<file path="src/rtl/vec_mem_sequencer.sv">
// vec_mem_sequencer
//   Converts one strided vector memory command (byte base, signed byte stride,
//   word count) into a series of 32-bit word requests on the vector port of
//   the data memory arbiter. The block counts granted-but-unanswered requests
//   and buffers load data in a small first-word-fall-through FIFO. It emits
//   one done pulse per command, together with a sticky error flag.
// Ports
//   clk_i, rst_i           : clock and synchronous active-high reset
//   cmd_*                  : command handshake (valid/ready, we, base, stride, len)
//   wdata_valid_i/wdata_i  : store data in; wdata_ready_o pulses on a store grant
//   rdata_*                : load data out (valid/ready, data, last-word flag)
//   done_o/done_err_o      : one-cycle completion pulse and its error status
//   vdata_*                : request/grant/response port toward the arbiter
module vec_mem_sequencer #(
  parameter int FIFO_DEPTH = 4,
  parameter int MAX_OUTST  = 4,
  parameter int LEN_W      = 5
) (
  input  logic             clk_i,
  input  logic             rst_i,
  input  logic             cmd_valid_i,
  output logic             cmd_ready_o,
  input  logic             cmd_we_i,
  input  logic [31:0]      cmd_base_i,
  input  logic [31:0]      cmd_stride_i,
  input  logic [LEN_W-1:0] cmd_len_i,
  input  logic             wdata_valid_i,
  input  logic [31:0]      wdata_i,
  output logic             wdata_ready_o,
  output logic             rdata_valid_o,
  output logic [31:0]      rdata_o,
  output logic             rdata_last_o,
  input  logic             rdata_ready_i,
  output logic             done_o,
  output logic             done_err_o,
  output logic             vdata_req_o,
  output logic             vdata_we_o,
  output logic [3:0]       vdata_be_o,
  output logic [31:0]      vdata_addr_o,
  output logic [31:0]      vdata_wdata_o,
  input  logic             vdata_gnt_i,
  input  logic             vdata_rvalid_i,
  input  logic             vdata_err_i,
  input  logic [31:0]      vdata_rdata_i
);

  localparam int PW = (FIFO_DEPTH > 1) ? $clog2(FIFO_DEPTH) : 1;
  localparam int CW = $clog2(FIFO_DEPTH + 1);
  localparam int OW = $clog2(MAX_OUTST + 1);
  localparam int SW = ((CW > OW) ? CW : OW) + 1;

  typedef enum logic [1:0] {S_IDLE, S_ISSUE, S_DRAIN, S_DONE} state_t;

  state_t           state_q, state_d;
  logic             we_q, we_d;
  logic [31:0]      addr_q, addr_d;
  logic [31:0]      stride_q, stride_d;
  logic [LEN_W-1:0] len_q, len_d;
  logic [LEN_W-1:0] issued_q, issued_d;
  logic [LEN_W-1:0] popped_q, popped_d;
  logic [OW-1:0]    outst_q, outst_d;
  logic             err_q, err_d;

  logic [31:0]      fifo_mem [FIFO_DEPTH];
  logic [PW-1:0]    wr_ptr_q, wr_ptr_d;
  logic [PW-1:0]    rd_ptr_q, rd_ptr_d;
  logic [CW-1:0]    count_q, count_d;

  logic accept, grant, resp, push, pop, req;

  // Load requests reserve FIFO space for their response up front: the count
  // already buffered plus every request still in flight must stay below the
  // depth, so a response can always be pushed. While waiting for a grant that
  // sum can only fall (a response moves one unit from outst to count, a pop
  // removes one), so req never drops before its grant.
  always_comb begin
    req = 1'b0;
    if (state_q == S_ISSUE && outst_q < OW'(MAX_OUTST)) begin
      req = we_q ? wdata_valid_i
                 : ((SW'(count_q) + SW'(outst_q)) < SW'(FIFO_DEPTH));
    end
  end

  // cmd_ready_o is masked during reset so every output reads zero then.
  assign cmd_ready_o   = (state_q == S_IDLE) && !rst_i;
  assign accept        = cmd_valid_i && cmd_ready_o;
  assign grant         = req && vdata_gnt_i;
  // A response with nothing outstanding is stale (e.g. after a reset).
  assign resp          = vdata_rvalid_i && (outst_q != '0);
  assign push          = resp && !we_q;
  assign pop           = rdata_valid_o && rdata_ready_i;

  assign rdata_valid_o = (count_q != '0);
  assign rdata_o       = rdata_valid_o ? fifo_mem[rd_ptr_q] : 32'h0;
  assign rdata_last_o  = rdata_valid_o && (popped_q == len_q - LEN_W'(1));
  assign done_o        = (state_q == S_DONE);
  assign done_err_o    = done_o && err_q;
  assign wdata_ready_o = grant && we_q;
  assign vdata_req_o   = req;
  assign vdata_we_o    = req && we_q;
  assign vdata_be_o    = 4'hF;
  assign vdata_addr_o  = addr_q;
  assign vdata_wdata_o = wdata_i;

  always_comb begin
    state_d  = state_q;
    we_d     = we_q;
    addr_d   = addr_q;
    stride_d = stride_q;
    len_d    = len_q;
    issued_d = issued_q;
    popped_d = popped_q;
    outst_d  = outst_q;
    err_d    = err_q;

    if (grant) begin
      addr_d   = addr_q + stride_q;
      issued_d = issued_q + LEN_W'(1);
    end
    if (grant && !resp)      outst_d = outst_q + OW'(1);
    else if (!grant && resp) outst_d = outst_q - OW'(1);
    if (resp && vdata_err_i) err_d = 1'b1;
    if (pop) popped_d = popped_q + LEN_W'(1);

    case (state_q)
      S_IDLE: begin
        if (accept) begin
          we_d     = cmd_we_i;
          addr_d   = cmd_base_i;
          stride_d = cmd_stride_i;
          len_d    = cmd_len_i;
          issued_d = '0;
          popped_d = '0;
          outst_d  = '0;
          err_d    = 1'b0;
          if (cmd_len_i == '0) begin
            state_d = S_DONE;
          end else if (cmd_base_i[1:0] != 2'b00 || cmd_stride_i[1:0] != 2'b00) begin
            err_d   = 1'b1;
            state_d = S_DONE;
          end else begin
            state_d = S_ISSUE;
          end
        end
      end
      S_ISSUE: begin
        if (grant && issued_q == len_q - LEN_W'(1)) state_d = S_DRAIN;
      end
      S_DRAIN: begin
        // Looking at the next-cycle counts lets done follow the final
        // response (store) or final pop (load) by exactly one cycle.
        if (outst_d == '0 && (we_q || popped_d == len_q)) state_d = S_DONE;
      end
      S_DONE: state_d = S_IDLE;
      default: state_d = S_IDLE;
    endcase
  end

  always_comb begin
    wr_ptr_d = push ? wr_ptr_q + PW'(1) : wr_ptr_q;
    rd_ptr_d = pop  ? rd_ptr_q + PW'(1) : rd_ptr_q;
    count_d  = count_q;
    if (push && !pop)      count_d = count_q + CW'(1);
    else if (!push && pop) count_d = count_q - CW'(1);
  end

  always_ff @(posedge clk_i) begin
    if (rst_i) begin
      state_q  <= S_IDLE;
      we_q     <= 1'b0;
      addr_q   <= '0;
      stride_q <= '0;
      len_q    <= '0;
      issued_q <= '0;
      popped_q <= '0;
      outst_q  <= '0;
      err_q    <= 1'b0;
      wr_ptr_q <= '0;
      rd_ptr_q <= '0;
      count_q  <= '0;
    end else begin
      state_q  <= state_d;
      we_q     <= we_d;
      addr_q   <= addr_d;
      stride_q <= stride_d;
      len_q    <= len_d;
      issued_q <= issued_d;
      popped_q <= popped_d;
      outst_q  <= outst_d;
      err_q    <= err_d;
      wr_ptr_q <= wr_ptr_d;
      rd_ptr_q <= rd_ptr_d;
      count_q  <= count_d;
    end
  end

  // Storage needs no reset; the pointers and count define what is valid.
  always_ff @(posedge clk_i) begin
    if (push) fifo_mem[wr_ptr_q] <= vdata_rdata_i;
  end

endmodule

</file>
<file path="config.mk">
export PLATFORM = sky130hd
export DESIGN_NAME = vec_mem_sequencer
export DESIGN_NICKNAME = d
export VERILOG_FILES = /design/src/rtl/vec_mem_sequencer.sv
export SDC_FILE = /design/constraint.sdc
export NUM_CORES = 1
export LEC_CHECK = 0
export ABC_AREA = 1
export BUFFER_PORTS_ARGS = -buffer_cell sky130_fd_sc_hd__buf_2
export CORE_MARGIN = 10
export CORE_UTILIZATION = 40
export CTS_BUF_LIST = sky130_fd_sc_hd__clkbuf_8
export CTS_CLUSTER_SIZE = 16
export DETAILED_ROUTE_END_ITERATION = 10
export PLACE_DENSITY = 0.6
export SETUP_SLACK_MARGIN = 0.02
export SLEW_MARGIN = 30
export SYNTH_ARGS = -nofsm -noshare
export SYNTH_HDL_FRONTEND = slang
export SYNTH_SLANG_ARGS = --single-unit
</file>
<file path="constraint.sdc">
create_clock -name clk_i -period 3.1 [get_ports clk_i]
set_clock_uncertainty 0.05 [all_clocks]
set_input_delay 0.155 -clock clk_i [delete_from_list [all_inputs] [get_ports clk_i]]
set_output_delay 0.155 -clock clk_i [all_outputs]
set_load 0.1 [all_outputs]
</file>
==> impl_metrics.env <==
export IMPL_min_period_ns=2.903
export IMPL_rsz0062_at_grt="false"
export IMPL_routedWlPerCell_um=16.37
export IMPL_cts_made_buffers=39
export IMPL_slew_viol_final=0
export IMPL_via_per_inst=4.970
export IMPL_clock_path_buffers=3
export IMPL_synth_seq_cells=223
export IMPL_die_area_um2=35170
export IMPL_ys_warnings_count=0
export IMPL_firstDrtPassIters=5
export IMPL_port_buffers=181
export IMPL_cap_violations=0
export IMPL_syn_inst=1265
export IMPL_required_ns=2.89
export IMPL_crit_slowest_cell="or4_1"
export IMPL_postRouteAntennaNets=0
export IMPL_status="finished, final reports clean"
export IMPL_tritoncts="yes"
export IMPL_finalCritPeriodShare_pct=93.63
export IMPL_hpwl_um=21330
export IMPL_grt_ovfl_total=0
export IMPL_fin_cells=1939
export IMPL_worstPathCellList="inv_1 > ha_1 > inv_1 > nand2_1 > nand2_1 > xor2_1 > or4_1 > nor4_4 > buf_2"
export IMPL_syn_to_final_growth_pct=30.12
export IMPL_crit_arrival_ns=2.70
export IMPL_grt_pass1_wl_um=50720
export IMPL_layout_drive_gt1_share_pct=18.59
export IMPL_finalSetupTns_ns=0
export IMPL_p_leak_uw=0.006122
export IMPL_rows=61
export IMPL_grt_pass1_vias=9803
export IMPL_ios=250
export IMPL_cp_num_buf_inv=3
export IMPL_htree_levels=2
export IMPL_grt_start_max_net_pins=64
export IMPL_worst_slew_pin_slew_ns=0.7927
export IMPL_relSlewSlack_pct=47.09
export IMPL_clk_latency_ns=0.55
export IMPL_synth_edf_count=128
export IMPL_die_h_um=187.5
export IMPL_clk_pin_slew_ns=0.06
export IMPL_start_util_pct=40.53
export IMPL_ys_seq_area_share_pct=51.17
export IMPL_synth_cell_types=51
export IMPL_ctsResizeCount=0
export IMPL_core_area_um2=27710
export IMPL_syn_area_um2=11230
export IMPL_power_density_nw_per_um2=937.1
export IMPL_hold_class="primary input to flip-flop"
export IMPL_critical_path_top_delay_family="simple AND/OR/NAND/NOR gates"
export IMPL_cts_sinks=223
export IMPL_cts_hold_buf=110
export IMPL_die_w_um=187.5
export IMPL_finalHoldWorstSlack_ns=0.1165
export IMPL_avgSynthCellArea_um2=8.876
export IMPL_critical_path_max_fanout=5
export IMPL_start_kind="flip-flop"
export IMPL_fmax_ghz=0.3445
export IMPL_drtIter0Drc=544
export IMPL_gr_usage_all_layers_pct=17.37
export IMPL_wl_um=31740
export IMPL_dp_cells=1760
export IMPL_crit_type="flip-flop to output port"
export IMPL_cts_setup_buffers=0
export IMPL_setup_viol=0
export IMPL_gp_congestion=0.8983
export IMPL_antenna_found_initial=0
export IMPL_vias=9636
export IMPL_ctsRootBufferMaster="clkbuf_8"
export IMPL_report_final_hold_viol_count=0
export IMPL_cp_end_kind="output port"
export IMPL_fin_util_pct=52.73
export IMPL_ir_drop_v=0.0007414
export IMPL_cp_slowest_stage_delay_ns=0.47
export IMPL_final_nets=1725
export IMPL_drc=0
export IMPL_async_flop_share_pct=0
export IMPL_synth_flop_cell="edfxtp_1"
-- state kept, by name, summed over array words and instances, names as in the netlist, named ones only --
register / count
count_q: 3
fifo_mem: 128
stride_q: 32
we_q: 1
vdata_addr_o: 32
state_q: 2
rd_ptr_q: 2
outst_q: 3
wr_ptr_q: 2
err_q: 1
popped_q: 5
len_q: 5
issued_q: 5
-- placed cells by master, fill, tap and decap left out, drive strengths merged, types with 4 or more instances in the layout --
cell         count
clkbuf          43
nor2           195
xor2            16
buf            196
a22o            32
dfxtp           95
or2              8
conb             4
clkinv           8
nand4            7
nor3             7
nor4             6
o21ai          143
edfxtp         128
dlygate4sd3    110
nand3           49
inv            104
nand2          198
o21a             6
a21oi          122
xnor2           12
ha              48
-- area by class of cell --
| cell class | instances | area [um2] |
|---|---|---|
| Clock inverter | 25 | 131.4 |
| Sequential cell | 223 | 5747 |
| Antenna cell | 1 | 2.502 |
| Tap cell | 378 | 473.0 |
| Multi-Input combinational cell | 875 | 4735 |
| Fill cell | 2561 | 13100 |
| Timing Repair Buffer | 306 | 2600 |
| Inverter | 88 | 330.3 |
| Clock buffer | 43 | 591.8 |
-- Yosys cell counts, types with 5 or more instances --
cell type | n | area (um2)
nand4_1 | 7 | 43.79
nand2_1 | 189 | 709.4
xor2_1 | 16 | 140.1
dfxtp_1 | 95 | 1902
nor2_1 | 191 | 716.9
clkbuf_1 | 29 | 108.9
edfxtp_1 | 128 | 3844
buf_2 | 10 | 50.05
buf_4 | 38 | 285.3
a22o_1 | 32 | 280.3
nor4_1 | 6 | 37.54
or2_2 | 6 | 37.54
o21ai_0 | 139 | 695.7
nor3_1 | 6 | 30.03
ha_1 | 48 | 600.6
xnor2_1 | 12 | 105.1
o21a_1 | 6 | 45.04
nand3_1 | 47 | 235.2
nand2_2 | 5 | 31.28
inv_1 | 83 | 311.6
a21oi_1 | 120 | 600.6
-- worst paths after layout --
| path | start | endpoint | slack [ns] | cells after the start |
|---|---|---|---|---|
| setup / recovery | len_q[0]$_SDFFE_PP0P_ | rdata_last_o | 0.20 | 9 |
| hold / removal | cmd_valid_i | len_q[0]$_SDFFE_PP0P_ | 0.12 | 4 |
| setup reg to reg | vdata_addr_o[0]$_SDFF_PP0_ | vdata_addr_o[30]$_SDFF_PP0_ | 0.84 | 13 |
| hold reg to reg | rd_ptr_q[1]$_SDFFE_PP0P_ | rd_ptr_q[1]$_SDFFE_PP0P_ | 0.42 | 2 |
-- report_power, final --
| part | leakage, uW | internal, uW | switching (uW) |
|---|---|---|---|
| clock network | 0.000426 | 1290 | 1210 |
| logic | 0.00376 | 2140 | 5070 |
| registers | 0.00194 | 3640 | 340 |
| total | 0.00612 | 7080 | 6610 |
-- metal layers --
| metal | track usage, % | share of wire [%] | vias up |
|---|---|---|---|
| met5 | 0 | 0 | - |
| met4 | 5.323 | 2.0 | 0 |
| met3 | 3.952 | 6.1 | 60 |
| met2 | 30.02 | 49 | 272 |
| met1 | 21.04 | 43 | 4471 |
| li1 | - | - | 4833 |
-- worst reg2reg max path, cell delays in order, from the launching register on --
cell and delay [ns]:
dfxtp_1 0.35, ha_1 0.18, inv_1 0.05, fa_1 0.42
o21ai_2 0.25, a21oi_2 0.11, o21bai_2 0.20, nand2_1 0.08
nand2_1 0.14, nand2_1 0.09, nand3_1 0.07, nand3_1 0.07
nand2_1 0.06, nand2_1 0.04
-- cell families after synthesis --
kind of cell             after synthesis  synth area share (%)
AO/OA/AOI/OAI                        320                 16.08
buffers and inverters                170                 7.076
flip-flops                           223                 51.17
XOR/XNOR                              28                 2.184
other                                  1               0.03340
adder cells (fa/ha/maj)               50                 5.705
AND/OR/NAND/NOR                      472                 17.66
multiplexers                           1               0.08915
-- per-stage QoR --
step	power (uW)	worst slack, ns	area (um2)
floorplan	9231	0.2724	11260
global placement	11090	0.8304	12780
detailed placement	11140	0.7805	12780
CTS	13800	0.1776	14610
global route	14450	0.03438	14610
finish	13690	0.1974	14610
No activity file was read; power rests on OpenSTA's default activity.
